File: src/rtl/mips_pkg.sv
// Shared MIPS core types for the multiply/divide unit: opcodes, control states
// and the fixed iteration count of the radix-2 datapath.
package mips_pkg;

    typedef enum logic [1:0] {
        MDU_MULT  = 2'b00,
        MDU_MULTU = 2'b01,
        MDU_DIV   = 2'b10,
        MDU_DIVU  = 2'b11
    } mdu_op_t;

    typedef enum logic [1:0] {
        IDLE = 2'b00,
        ITER = 2'b01,
        POST = 2'b10
    } mdu_state_t;

    localparam int MDU_ITERS = 32;

    function automatic logic mdu_is_signed(input mdu_op_t op);
        return (op == MDU_MULT) || (op == MDU_DIV);
    endfunction

endpackage

File: src/rtl/mdu_div_step.sv
// One restoring-division step: shift in the next dividend bit, trial-subtract
// the divisor in W+1 bits and keep the difference when no borrow occurs.
module mdu_div_step #(
    parameter int W = 32
) (
    input  logic [W-1:0] rem,
    input  logic         in_bit,
    input  logic [W-1:0] divisor,
    output logic [W-1:0] rem_next,
    output logic         q_bit
);

    logic [W:0] shifted;
    logic [W:0] diff;

    // The remainder is always below the divisor, so the shifted value fits in
    // W+1 bits and the top bit of the difference is exactly the borrow.
    always_comb begin
        shifted  = {rem, in_bit};
        diff     = shifted - {1'b0, divisor};
        q_bit    = ~diff[W];
        rem_next = q_bit ? diff[W-1:0] : shifted[W-1:0];
    end

endmodule

File: src/rtl/mdu.sv
// Iterative MULT/MULTU/DIV/DIVU unit with architectural HI/LO registers.
// Divide support is compiled in only when MDU_DIV_EN is defined.
module mdu
    import mips_pkg::*;
#(
    parameter int XLEN = 32
) (
    input  logic            clk,
    input  logic            reset,
    input  logic            start,
    input  mdu_op_t         op,
    input  logic [XLEN-1:0] a,
    input  logic [XLEN-1:0] b,
    input  logic            hi_we,
    input  logic            lo_we,
    input  logic [XLEN-1:0] wdata,
    output logic            busy,
    output logic            done,
    output logic [XLEN-1:0] hi,
    output logic [XLEN-1:0] lo
);

    localparam int CW = $clog2(MDU_ITERS);
    localparam logic [CW-1:0] LAST = CW'(MDU_ITERS - 1);

    mdu_state_t state, next_state;
    mdu_op_t op_q;
    logic [CW-1:0] cnt;
    logic [XLEN-1:0] opnd_a, opnd_b;
    logic [2*XLEN-1:0] work;
    logic neg_main;
    logic accept, done_next;
    logic op_signed;
    logic [XLEN-1:0] abs_a, abs_b;
    logic [XLEN:0] mul_sum;
    logic [2*XLEN-1:0] product;

`ifdef MDU_DIV_EN
    logic neg_rem;
    logic [XLEN-1:0] div_rem;
    logic div_q;
    logic [XLEN-1:0] quotient, remainder;

    mdu_div_step #(.W(XLEN)) u_div_step (
        .rem      (work[2*XLEN-1:XLEN]),
        .in_bit   (opnd_a[XLEN-1]),
        .divisor  (opnd_b),
        .rem_next (div_rem),
        .q_bit    (div_q)
    );
`endif

    always_ff @(posedge clk) begin
        if (reset) begin
            state <= IDLE;
            busy  <= 1'b0;
            done  <= 1'b0;
        end else begin
            state <= next_state;
            busy  <= (next_state != IDLE);
            done  <= done_next;
        end
    end

    always_comb begin
        next_state = state;
        accept     = 1'b0;
        done_next  = 1'b0;
        unique case (state)
            IDLE: begin
                if (start) begin
`ifdef MDU_DIV_EN
                    accept     = 1'b1;
                    next_state = ITER;
`else
                    // Without divide hardware a DIV/DIVU completes at once and leaves HI/LO alone.
                    if (op == MDU_DIV || op == MDU_DIVU) begin
                        done_next = 1'b1;
                    end else begin
                        accept     = 1'b1;
                        next_state = ITER;
                    end
`endif
                end
            end
            ITER: begin
                if (cnt == LAST) begin
                    next_state = POST;
                end
            end
            POST: begin
                next_state = IDLE;
                done_next  = 1'b1;
            end
            default: next_state = IDLE;
        endcase
    end

    always_comb begin
        op_signed = mdu_is_signed(op);
        abs_a     = (op_signed && a[XLEN-1]) ? -a : a;
        abs_b     = (op_signed && b[XLEN-1]) ? -b : b;
        mul_sum   = {1'b0, work[2*XLEN-1:XLEN]} + (opnd_b[0] ? {1'b0, opnd_a} : '0);
        product   = neg_main ? -work : work;
`ifdef MDU_DIV_EN
        quotient  = neg_main ? -work[XLEN-1:0] : work[XLEN-1:0];
        remainder = neg_rem ? -work[2*XLEN-1:XLEN] : work[2*XLEN-1:XLEN];
`endif
    end

    // A zero divisor clears the quotient sign so LO stays all ones, while the
    // remainder fix restores the original signed dividend in HI.
    always_ff @(posedge clk) begin
        if (reset) begin
            op_q     <= MDU_MULT;
            opnd_a   <= '0;
            opnd_b   <= '0;
            work     <= '0;
            cnt      <= '0;
            neg_main <= 1'b0;
`ifdef MDU_DIV_EN
            neg_rem  <= 1'b0;
`endif
            hi       <= '0;
            lo       <= '0;
        end else begin
            unique case (state)
                IDLE: begin
                    if (accept) begin
                        op_q     <= op;
                        opnd_a   <= abs_a;
                        opnd_b   <= abs_b;
                        work     <= '0;
                        cnt      <= '0;
                        neg_main <= op_signed && (a[XLEN-1] ^ b[XLEN-1]) && (|b);
`ifdef MDU_DIV_EN
                        neg_rem  <= op_signed && a[XLEN-1];
`endif
                    end else if (!start) begin
                        if (hi_we) begin
                            hi <= wdata;
                        end
                        if (lo_we) begin
                            lo <= wdata;
                        end
                    end
                end
                ITER: begin
                    cnt <= cnt + CW'(1);
`ifdef MDU_DIV_EN
                    if (op_q == MDU_DIV || op_q == MDU_DIVU) begin
                        work   <= {div_rem, work[XLEN-2:0], div_q};
                        opnd_a <= opnd_a << 1;
                    end else begin
                        work   <= {mul_sum, work[XLEN-1:1]};
                        opnd_b <= opnd_b >> 1;
                    end
`else
                    work   <= {mul_sum, work[XLEN-1:1]};
                    opnd_b <= opnd_b >> 1;
`endif
                end
                POST: begin
`ifdef MDU_DIV_EN
                    if (op_q == MDU_DIV || op_q == MDU_DIVU) begin
                        hi <= remainder;
                        lo <= quotient;
                    end else begin
                        hi <= product[2*XLEN-1:XLEN];
                        lo <= product[XLEN-1:0];
                    end
`else
                    if (op_q == MDU_MULT || op_q == MDU_MULTU) begin
                        hi <= product[2*XLEN-1:XLEN];
                        lo <= product[XLEN-1:0];
                    end
`endif
                end
                default: ;
            endcase
        end
    end

endmodule

File: config.mk
export PLATFORM = sky130hd
export DESIGN_NAME = mdu
export DESIGN_NICKNAME = d
export VERILOG_FILES = /design/src/rtl/mips_pkg.sv /design/src/rtl/mdu_div_step.sv /design/src/rtl/mdu.sv
export SDC_FILE = /design/constraint.sdc
export NUM_CORES = 1
export LEC_CHECK = 0
export CORE_UTILIZATION = 35
export CTS_CLUSTER_DIAMETER = 120
export DETAILED_ROUTE_END_ITERATION = 7
export GPL_ROUTABILITY_DRIVEN = 0
export SLEW_MARGIN = 0
export SYNTH_ARGS = -nofsm -noshare
export SYNTH_HDL_FRONTEND = slang
export SYNTH_SLANG_ARGS = --single-unit
File: constraint.sdc
create_clock -name clk -period 4.6 [get_ports clk]
set_input_delay 0.69 -clock clk [delete_from_list [all_inputs] [get_ports clk]]
set_output_delay 0.69 -clock clk [all_outputs]
set_load 0.1 [all_outputs]
==> metrics.md <==
| Metric | Value |
|---|---|
| Status | `finished, final reports clean` |
| Top FF cell, synth | `dfxtp_1` |
| Clk_lat worst skew | `0.53 ns` |
| Final Hold Viols | `0` |
| Layout cells sized above 1 | `0.0486` |
| Peak VDD IR | `0.254 mV` |
| Largest net degree at the start of global routing | `91` |
| Post-route ant nets | `0` |
| Core Box Area | `34,500 um2` |
| RSZ-0062 raised after global routing | `false` |
| Post-CTS Hold Fix Bufs | `0` |
| Power density over the cells | `298 nW/um2` |
| CTS tree | `done` |
| Max cap viols | `0` |
| Remaining DRCs | `0` |
| Row count | `68` |
| DP HPWL | `28,000 um` |
| Final period util | `0.766` |
| Worst path required time | `5.03 ns` |
| Max transition margin | `0.293` |
| Yosys warning total | `0` |
| Netlist cell types | `66` |
| Diode count | `0` |
| 1st-iter DRT viols | `846` |
| Most frequent CP cell | `or4_1` |
| Syn_nets | `1,747` |
| First-pass GRT wire length | `59,200 um` |
| DIE WIDTH | `189 um` |
| Num Clock Sinks | `203` |
| Detailed-route via count | `11,841` |
| Area share of the largest cell type after synthesis | `0.330` |
| Synthesized cell area | `12,300 um2` |
| Crit Path Class | `input pin to flip-flop` |
| Routed wire length | `37,200 um` |
| DR WL/cell | `17.2 um` |
| Area Overhead vs Synth | `21.8%` |
| Cells along the critical path | `clkdlybuf4s50_1 -> or4_1 -> nor4_1 -> nand3_1 -> or4_1 -> nor2_1 -> a21oi_1 -> xnor2_1 -> a211oi_1` |
| Number of top-level pins | `169` |
| Largest stage delay on the critical path | `0.63 ns` |
| GRT overflow | `0` |
| Post-synth EDFFs | `0` |
| Worst-path fanout max | `5` |
| Reg clk slew, reported paths | `0.06 ns` |
| Share of the yosys chip area belonging to registers | `0.330` |
| FMAX | `0.284 GHz` |
| Final max-slew violation count | `0` |
| Setup TNS | `0 ns` |
| Yosys top cell by area | `dfxtp_1` |
| Final net count | `1,835` |
| Mapped Cells | `1,606` |
| Leading post-synthesis cells by cell area | `dfxtp_1, a21oi_1, xor2_1` |
| Critical path data arrival time | `3.96 ns` |
| Drt pass-1 iters | `5` |
| Top-count cell post-synth | `dfxtp_1` |
| CTS root buf | `clkbuf_16` |
| Die height | `189 um` |
| CTS max path bufs | `3` |
| Initial core utilization | `0.356` |
| Vias in the first global route | `11,037` |
| Seq cells post-synth | `203` |
| H-tree lvl count | `1` |
| Crit end category | `flip-flop` |
| Synth top cells by count | `dfxtp_1, a21oi_1, nand2_1` |
| Cts bufs inserted | `25` |
| Clock Skew | `0.00908 ns` |
| Port bufs | `168` |
| Tmin final | `3.53 ns` |
| PostCTS Resize Cnt | `0` |
| Post-route core utilization | `0.434` |
| Initial antenna violation count | `0` |
| Tot GR Track Use | `0.203` |
| CP max stage cell | `or4_1` |
| Startpoint types | `input pin` |
| Final Setup Violations | `0` |
| Leak | `0.00569 uW` |
| Mean Syn Cell Area | `7.66 um2` |
| Post-synthesis async set-or-reset flop share | `0` |
| Via density | `5.47` |
| Die area | `35,900 um2` |
| Postcts setup bufs | `0` |
| Hold/Removal Path Class | `flip-flop to flip-flop` |
| Total power draw | `4470 uW` |
| Pin slew with the least headroom to its limit | `1.06 ns` |
-- area by class of cell --
cell class | instances | area (um2)
Timing Repair Buffer | 184 | 1800
Multi-Input combinational cell | 1255 | 7690
Tap cell | 455 | 569
Clock inverter | 8 | 47.5
Clock buffer | 34 | 719
Fill cell | 3535 | 19600
Inverter | 25 | 93.8
Sequential cell | 203 | 4070
-- flip-flops by register name (all words and copies together) (netlist names) --
| signal | count |
|---|---|
| work | 64 |
| hi | 32 |
| lo | 32 |
| opnd_a | 32 |
| opnd_b | 32 |
| cnt | 5 |
| state | 2 |
| busy | 1 |
| done | 1 |
| neg_main | 1 |
| op_q | 1 |
-- worst paths after layout --
kind / endpoint / start / cells past startpoint / slack [ns]
setup reg to reg: work[61] / opnd_b[0] / 13 / 1.13
hold reg to reg: opnd_a[24] / opnd_a[24] / 2 / 0.44
hold / removal: opnd_a[24] / opnd_a[24] / 2 / 0.44
setup / recovery: opnd_a[29] / a[0] / 9 / 1.07
-- logic make-up (layout without fill, tap and decap cells) --
family,count (synthesis),in the layout,share of synthesized area
buf+inv,148,251,0.0469
fa+ha+maj,38,38,0.0393
xor+xnor,137,137,0.0975
mux,3,3,0.00244
simple gates,572,572,0.221
compound gates,505,505,0.263
flops,203,203,0.330
-- report_power, final --
group          internal [uW]  switching (uW)
Clock                   1080             756
Combinational            251             509
Sequential              1830            44.6
Total                   3160            1310
-- layer usage --
metal	up-vias	wire length [um]	global-route usage
met5	-	0	0
met4	0	1040	0.0673
met3	49	2480	0.0304
met2	382	15600	0.312
met1	5422	18200	0.287
li1	5988	-	-
-- worst max-delay path, delay by kind of cell --
kind            cells  cell delay, ns
buf+inv             1            0.46
xor+xnor            1            0.17
compound gates      2            0.36
simple gates        5            2.28
-- layout by cell type (no fill, tap or decap), types with 4 or more instances in the layout --
cell             Yosys  layout
nor4_1              18      18
clkinv_2             0       6
xor2_1              81      81
a221oi_1             4       4
nor3_1              29      29
nand3_1             68      68
clkdlybuf4s50_1      0     167
a31oi_1              9       9
nand4_1             15      15
a22oi_1             35      35
o21bai_1             4       4
a21oi_1            188     188
inv_1               25      25
or2_2                6       6
nand3b_1             4       4
o211ai_1             7       7
a211oi_1            51      51
nor2b_1             12      10
xnor2_1             56      56
o21ai_0             78      78
nand2_1            170     170
a22o_1              23      23
o21a_1               9       9
clkbuf_16            0      25
and2_1              33      33
nand2b_1            12      11
o31ai_1             25      25
dfxtp_1            203     202
buf_4                1      17
ha_1                37      37
or4_4                4       4
clkbuf_8             0       6
a311oi_1             7       7
or4_1                9       9
or3_1               15      15
a21o_1              16      16
nor2_1             160     159
o41ai_1             21      21
-- per-stage QoR --
| step | hold WS [ns] | cell area [um2] | setup slack, ns | std cells |
|---|---|---|---|---|
| 2_1_floorplan | 0.427 | 12300 | 1.50 | 1606 |
| 3_3_place_gp | 0.436 | 14200 | 0.670 | 2122 |
| 3_5_place_dp | 0.442 | 14200 | 0.601 | 2122 |
| 4_1_cts | 0.449 | 15000 | 1.12 | 2164 |
| 5_1_grt | 0.463 | 15000 | 0.870 | 2164 |
| 6_report | 0.444 | 15000 | 1.07 | 2164 |
Power figures use the tool's default switching activity.
